<file path="src/rtl/riscv_fetch_unit.sv">
// Instruction fetch front-end: PC generation, credit-limited imem requests,
// in-order prefetch FIFO and redirect handling with stale-response dropping.
module riscv_fetch_unit #(
    parameter int unsigned DEPTH   = 4,
    parameter int unsigned PC_W    = 16,
    parameter int unsigned INSTR_W = 32
) (
    input  logic               clock,
    input  logic               reset,
    input  logic               redirect,
    input  logic [PC_W-1:0]    redirect_pc,
    output logic               imem_req,
    output logic [PC_W-1:0]    imem_addr,
    input  logic               imem_gnt,
    input  logic               imem_rvalid,
    input  logic [INSTR_W-1:0] imem_rdata,
    output logic               out_valid,
    input  logic               out_ready,
    output logic [INSTR_W-1:0] out_instr,
    output logic [PC_W-1:0]    out_pc
);

    localparam int unsigned PTR_W = $clog2(DEPTH);
    localparam int unsigned CNT_W = PTR_W + 1;
    localparam int unsigned SUM_W = CNT_W + 1;
    localparam logic [PC_W-1:0]  PC_STEP = PC_W'(4);
    localparam logic [SUM_W-1:0] CREDITS = SUM_W'(DEPTH);

    logic [PC_W-1:0]    fetch_pc;
    logic [PC_W-1:0]    resp_pc;
    logic [PC_W-1:0]    target_pc;
    logic [INSTR_W-1:0] fifo_instr [DEPTH];
    logic [PC_W-1:0]    fifo_pc    [DEPTH];
    logic [PTR_W-1:0]   rd_ptr;
    logic [PTR_W-1:0]   wr_ptr;
    logic [CNT_W-1:0]   count;
    logic [CNT_W-1:0]   inflight;
    logic [CNT_W-1:0]   drop;
    logic               grant_c;
    logic               drop_c;
    logic               push_c;
    logic               pop_c;
    logic               unused_pc_bits;

    assign target_pc      = {redirect_pc[PC_W-1:2], 2'b00};
    assign unused_pc_bits = ^redirect_pc[1:0];

    // Issue only while buffered + outstanding entries leave room in the FIFO
    assign imem_req  = reset && !redirect &&
                       ((SUM_W'(count) + SUM_W'(inflight)) < CREDITS);
    assign imem_addr = fetch_pc;
    assign grant_c   = imem_req && imem_gnt;

    // Responses are discarded during a redirect or while stale ones remain
    assign drop_c    = imem_rvalid && (redirect || (drop != '0));
    assign push_c    = imem_rvalid && !drop_c;

    assign out_valid = reset && (count != '0) && !redirect;
    assign pop_c     = out_valid && out_ready;
    assign out_instr = fifo_instr[rd_ptr];
    assign out_pc    = fifo_pc[rd_ptr];

    always_ff @(posedge clock or negedge reset) begin
        if (!reset) begin
            fetch_pc   <= '0;
            resp_pc    <= '0;
            rd_ptr     <= '0;
            wr_ptr     <= '0;
            count      <= '0;
            inflight   <= '0;
            drop       <= '0;
            fifo_instr <= '{default: '0};
            fifo_pc    <= '{default: '0};
        end else begin
            inflight <= inflight + CNT_W'(grant_c) - CNT_W'(imem_rvalid);
            if (redirect) begin
                // Everything outstanding (minus one arriving now) becomes stale
                fetch_pc <= target_pc;
                resp_pc  <= target_pc;
                rd_ptr   <= '0;
                wr_ptr   <= '0;
                count    <= '0;
                drop     <= drop + inflight - CNT_W'(imem_rvalid);
            end else begin
                if (grant_c) begin
                    fetch_pc <= fetch_pc + PC_STEP;
                end
                if (imem_rvalid && (drop != '0)) begin
                    drop <= drop - CNT_W'(1);
                end
                if (push_c) begin
                    fifo_instr[wr_ptr] <= imem_rdata;
                    fifo_pc[wr_ptr]    <= resp_pc;
                    wr_ptr             <= wr_ptr + PTR_W'(1);
                    resp_pc            <= resp_pc + PC_STEP;
                end
                if (pop_c) begin
                    rd_ptr <= rd_ptr + PTR_W'(1);
                end
                count <= count + CNT_W'(push_c) - CNT_W'(pop_c);
            end
        end
    end

endmodule

</file>
<file path="config.mk">
export PLATFORM = sky130hd
export DESIGN_NAME = riscv_fetch_unit
export DESIGN_NICKNAME = d
export VERILOG_FILES = /design/src/rtl/riscv_fetch_unit.sv
export SDC_FILE = /design/constraint.sdc
export NUM_CORES = 1
export LEC_CHECK = 0
export CAP_MARGIN = 20
export CELL_PAD_IN_SITES_DETAIL_PLACEMENT = 1
export CELL_PAD_IN_SITES_GLOBAL_PLACEMENT = 2
export CORE_MARGIN = 5
export CORE_UTILIZATION = 36
export CTS_CLUSTER_SIZE = 25
export DETAILED_ROUTE_END_ITERATION = 16
export GPL_TIMING_DRIVEN = 0
export MAX_ROUTING_LAYER = met4
export PLACE_DENSITY = 0.82
export SKIP_LAST_GASP = 1
export SYNTH_ARGS = -nofsm -noshare
export SYNTH_HDL_FRONTEND = slang
export SYNTH_SLANG_ARGS = --single-unit
</file>
<file path="constraint.sdc">
create_clock -name clock -period 2.8 [get_ports clock]
set_input_delay 0.28 -clock clock [delete_from_list [all_inputs] [get_ports clock]]
set_output_delay 0.28 -clock clock [all_outputs]
set_load 0.005 [all_outputs]
</file>
==> flow_metrics.env <==
export IMPL_grt_max_degree=112
export IMPL_cp_required_ps=2520
export IMPL_hold_class="in2async"
export IMPL_syn_area_um2=10350
export IMPL_reg2reg_depth=12
export IMPL_start_kind="register"
export IMPL_ys_seq_area_share_pct=54.39
export IMPL_globalplace_congestion=0.7617
export IMPL_core_area_um2=28550
export IMPL_rows=62
export IMPL_cts_buffers=26
export IMPL_grt_usage_pct=16.00
export IMPL_drc=0
export IMPL_period_needed_ps=2696
export IMPL_rsz0062_at_grt="true"
export IMPL_antenna_cells=0
export IMPL_clk_pin_slew_ps=60
export IMPL_setup_violations=0
export IMPL_total_power_mw=10.84
export IMPL_numClockSinks=225
export IMPL_rrSetupSlack_ps=130
export IMPL_postLayoutCellArea_um2=13180
export IMPL_grt_pass1_vias=7312
export IMPL_peakVddDrop_v=0.0004633
export IMPL_post_place_ws_ps=-1341
export IMPL_vias=6471
export IMPL_r2r_end="inflight[2]"
export IMPL_synth_top_area_share_pct=54.39
export IMPL_syn_area_per_cell_um2=14.60
export IMPL_htree_num_levels=1
export IMPL_cts_tree="built"
export IMPL_cts_buffer_depth=3
export IMPL_async_flop_share_pct=100.0
export IMPL_cts_root_buffer="clkbuf_16"
export IMPL_setup_worst_path_end="out_instr[21]"
export IMPL_die_h_um=179.6
export IMPL_hold_violations=0
export IMPL_synth_seq_cells=225
export IMPL_outcome="complete, no violations"
export IMPL_fin_ws_ps=103.8
export IMPL_criticalPathCategory="reg2out"
export IMPL_timing_critical_path_from="rd_ptr[1]"
export IMPL_setup_tns_ps=0
export IMPL_antenna_found_initial=0
export IMPL_reg2reg_from="count[2]"
export IMPL_drive_gt1_share_pct=36.54
export IMPL_fin_skew_ps=7.899
export IMPL_die_w_um=179.6
export IMPL_cap_violations=0
export IMPL_drtIter0Drc=176
export IMPL_stdcell_count=1268
export IMPL_drt_wirelength_per_cell_um=20.01
export IMPL_drtAntennaViolNets=0
export IMPL_fin_nets=938
export IMPL_io_pins=120
export IMPL_netlist_top_cells_area="dfrtp_1 (54%), mux2_2 (20%), mux4_2 (10%), ha_1 (2.1%), xnor2_1 (1.4%)"
export IMPL_p_leak_nw=5.933
export IMPL_overflow=0
export IMPL_fmax_ghz=0.3709
export IMPL_wl_um=25370
export IMPL_dieArea_um2=32240
export IMPL_ys_dominant_reg_cell="dfrtp_1"
export IMPL_relSlewSlack_pct=46.29
export IMPL_synth_top_area_cell="dfrtp_1"
export IMPL_dp_cells=1210
export IMPL_period_share_pct=96.29
export IMPL_start_util_pct=36.26
export IMPL_arrival_ps=2420
export IMPL_port_buffers=113
export IMPL_ys_warn_count=0
export IMPL_power_density_nw_per_um2=822.5
export IMPL_synth_distinct_cells=52
export IMPL_drtPass1Iterations=4
export IMPL_final_util_pct=46.17
export IMPL_syn_inst=709
export IMPL_clkLatencyLatePin_ps=520
export IMPL_placement_cell_area_um2=12010
export IMPL_dp_hpwl_um=16700
export IMPL_end_kind="output pin"
export IMPL_final_max_slew_violation_count=0
export IMPL_grt_pass1_wl_um=41300
export IMPL_synthToLayoutAreaGrowth_pct=27.32
export IMPL_tightest_slew_ps=795.2
export IMPL_holdWs_ps=227.5
export IMPL_synth_edf_count=0
export IMPL_viasPerCell=5.103
export IMPL_worst_path_max_fanout=10
[synth_stat cells (2+ instances only)]
cell	n
nand2b_1	2
o21ai_0	10
nand4_1	6
mux2_2	184
clkbuf_1	10
a21o_1	2
buf_1	4
xnor2_1	17
mux4_2	46
a31oi_1	5
nand2_1	27
and4_1	5
and2_1	2
buf_4	4
inv_1	19
or3_1	6
or4_1	4
and3_1	4
xor2_1	4
nand3_1	9
ha_1	17
buf_2	24
a211oi_1	2
a221o_1	2
nor3_1	8
a21oi_1	9
nor3b_1	2
o21bai_1	2
nor2_1	15
fa_1	3
dfrtp_1	225
o31ai_1	2
o211ai_1	5
mux2i_1	2
o31a_1	2
nor4_1	3
[sequential cells by signal, summed over array words and instances (netlist names)]
signal	flops
count	3
inflight	3
fifo_instr	128
imem_addr	14
fifo_pc	56
drop	3
resp_pc	14
rd_ptr	2
wr_ptr	2
[cell usage in the layout, fill, tap and decap left out, types with 3 or more instances in the layout]
cell type | netlist | routed
clkbuf_1 | 10 | 11
clkbuf_8 | 0 | 8
clkbuf_16 | 0 | 28
and4_1 | 5 | 5
buf_16 | 0 | 6
dfrtp_1 | 225 | 224
fa_1 | 3 | 3
nor3_1 | 8 | 7
buf_4 | 4 | 6
nor4_1 | 3 | 3
clkbuf_2 | 1 | 3
o21ai_0 | 10 | 10
inv_1 | 19 | 19
buf_6 | 1 | 4
buf_2 | 24 | 22
nand2_1 | 27 | 27
nand3_1 | 9 | 9
a21oi_1 | 9 | 9
clkinv_2 | 0 | 6
or3_1 | 6 | 6
xor2_1 | 4 | 4
mux4_2 | 46 | 46
dlygate4sd3_1 | 0 | 5
conb_1 | 1 | 4
a31oi_1 | 5 | 5
mux2_2 | 184 | 184
xnor2_1 | 17 | 17
clkdlybuf4s50_1 | 0 | 112
nand4_1 | 6 | 6
nor2_1 | 15 | 15
and3_1 | 4 | 4
o211ai_1 | 5 | 5
or4_1 | 4 | 4
ha_1 | 17 | 17
[worst min path at each step]
stage / startpoint / end / slack (ps) / depth (start not counted)
after CTS: reset / fifo_instr[106] / -280 / 1
after floorplan: reset / count[0] / -20 / 0
after global routing: reset / fifo_pc[15] / 220 / 3
after detailed placement: reset / fifo_instr[106] / 400 / 1
final: reset / fifo_pc[15] / 230 / 3
after global placement: fifo_instr[1] / fifo_instr[1] / 480 / 1
[cell type report]
type                    count  area [um^2]
fillers                  2962        15370
flip-flops and latches    225         5632
multi-input cells         423         4449
repair buffers            126         1401
clock buffers              39        800.8
well taps                 384        480.5
plain buffers              42        237.7
clock inverters             9        97.59
inverters                  20        80.08
[cells by family after synthesis]
kind of cell,Yosys count,share of synthesized area (%)
flip-flops,225,54.39
AND/OR/NAND/NOR,99,5.065
XOR/XNOR,21,1.777
adder cells (fa/ha/maj),20,2.635
multiplexers,232,30.22
AO/OA/AOI/OAI,47,3.034
buffers and inverters,64,2.841
other,1,0.03623
[layer usage]
layer  up-vias  GRT usage [%]  part of all wire [%]  wire (um)
met2       111          26.15                    49      12470
met3        26          2.668                   3.2        812
li1       2923              -                     -          -
met5         -              -                     0          0
met4         0          2.713                   1.4        356
met1      3411          21.58                    46      11730
[timing repair]
item	in CTS	in global routing
gates cloned	1	1
setup buffers	0	1
resized for setup	19	8
endpoints found under the hold margin	109	110
pin swaps	0	1
endpoints found under the setup margin	47	24
[report_power, final]
part | switching (mW) | leakage [nW] | internal (mW)
registers | 0.423 | 2.96 | 3.98
logic | 1.06 | 2.53 | 1.88
clock network | 1.34 | 0.447 | 2.15
[critical path, stage by stage, from the launching register on]
cell and delay (ps):
dfrtp_1 350, clkbuf_2 300, clkbuf_2 380, mux4_2 390, clkdlybuf4s50_1 470
Power figures use the tool's default switching activity.
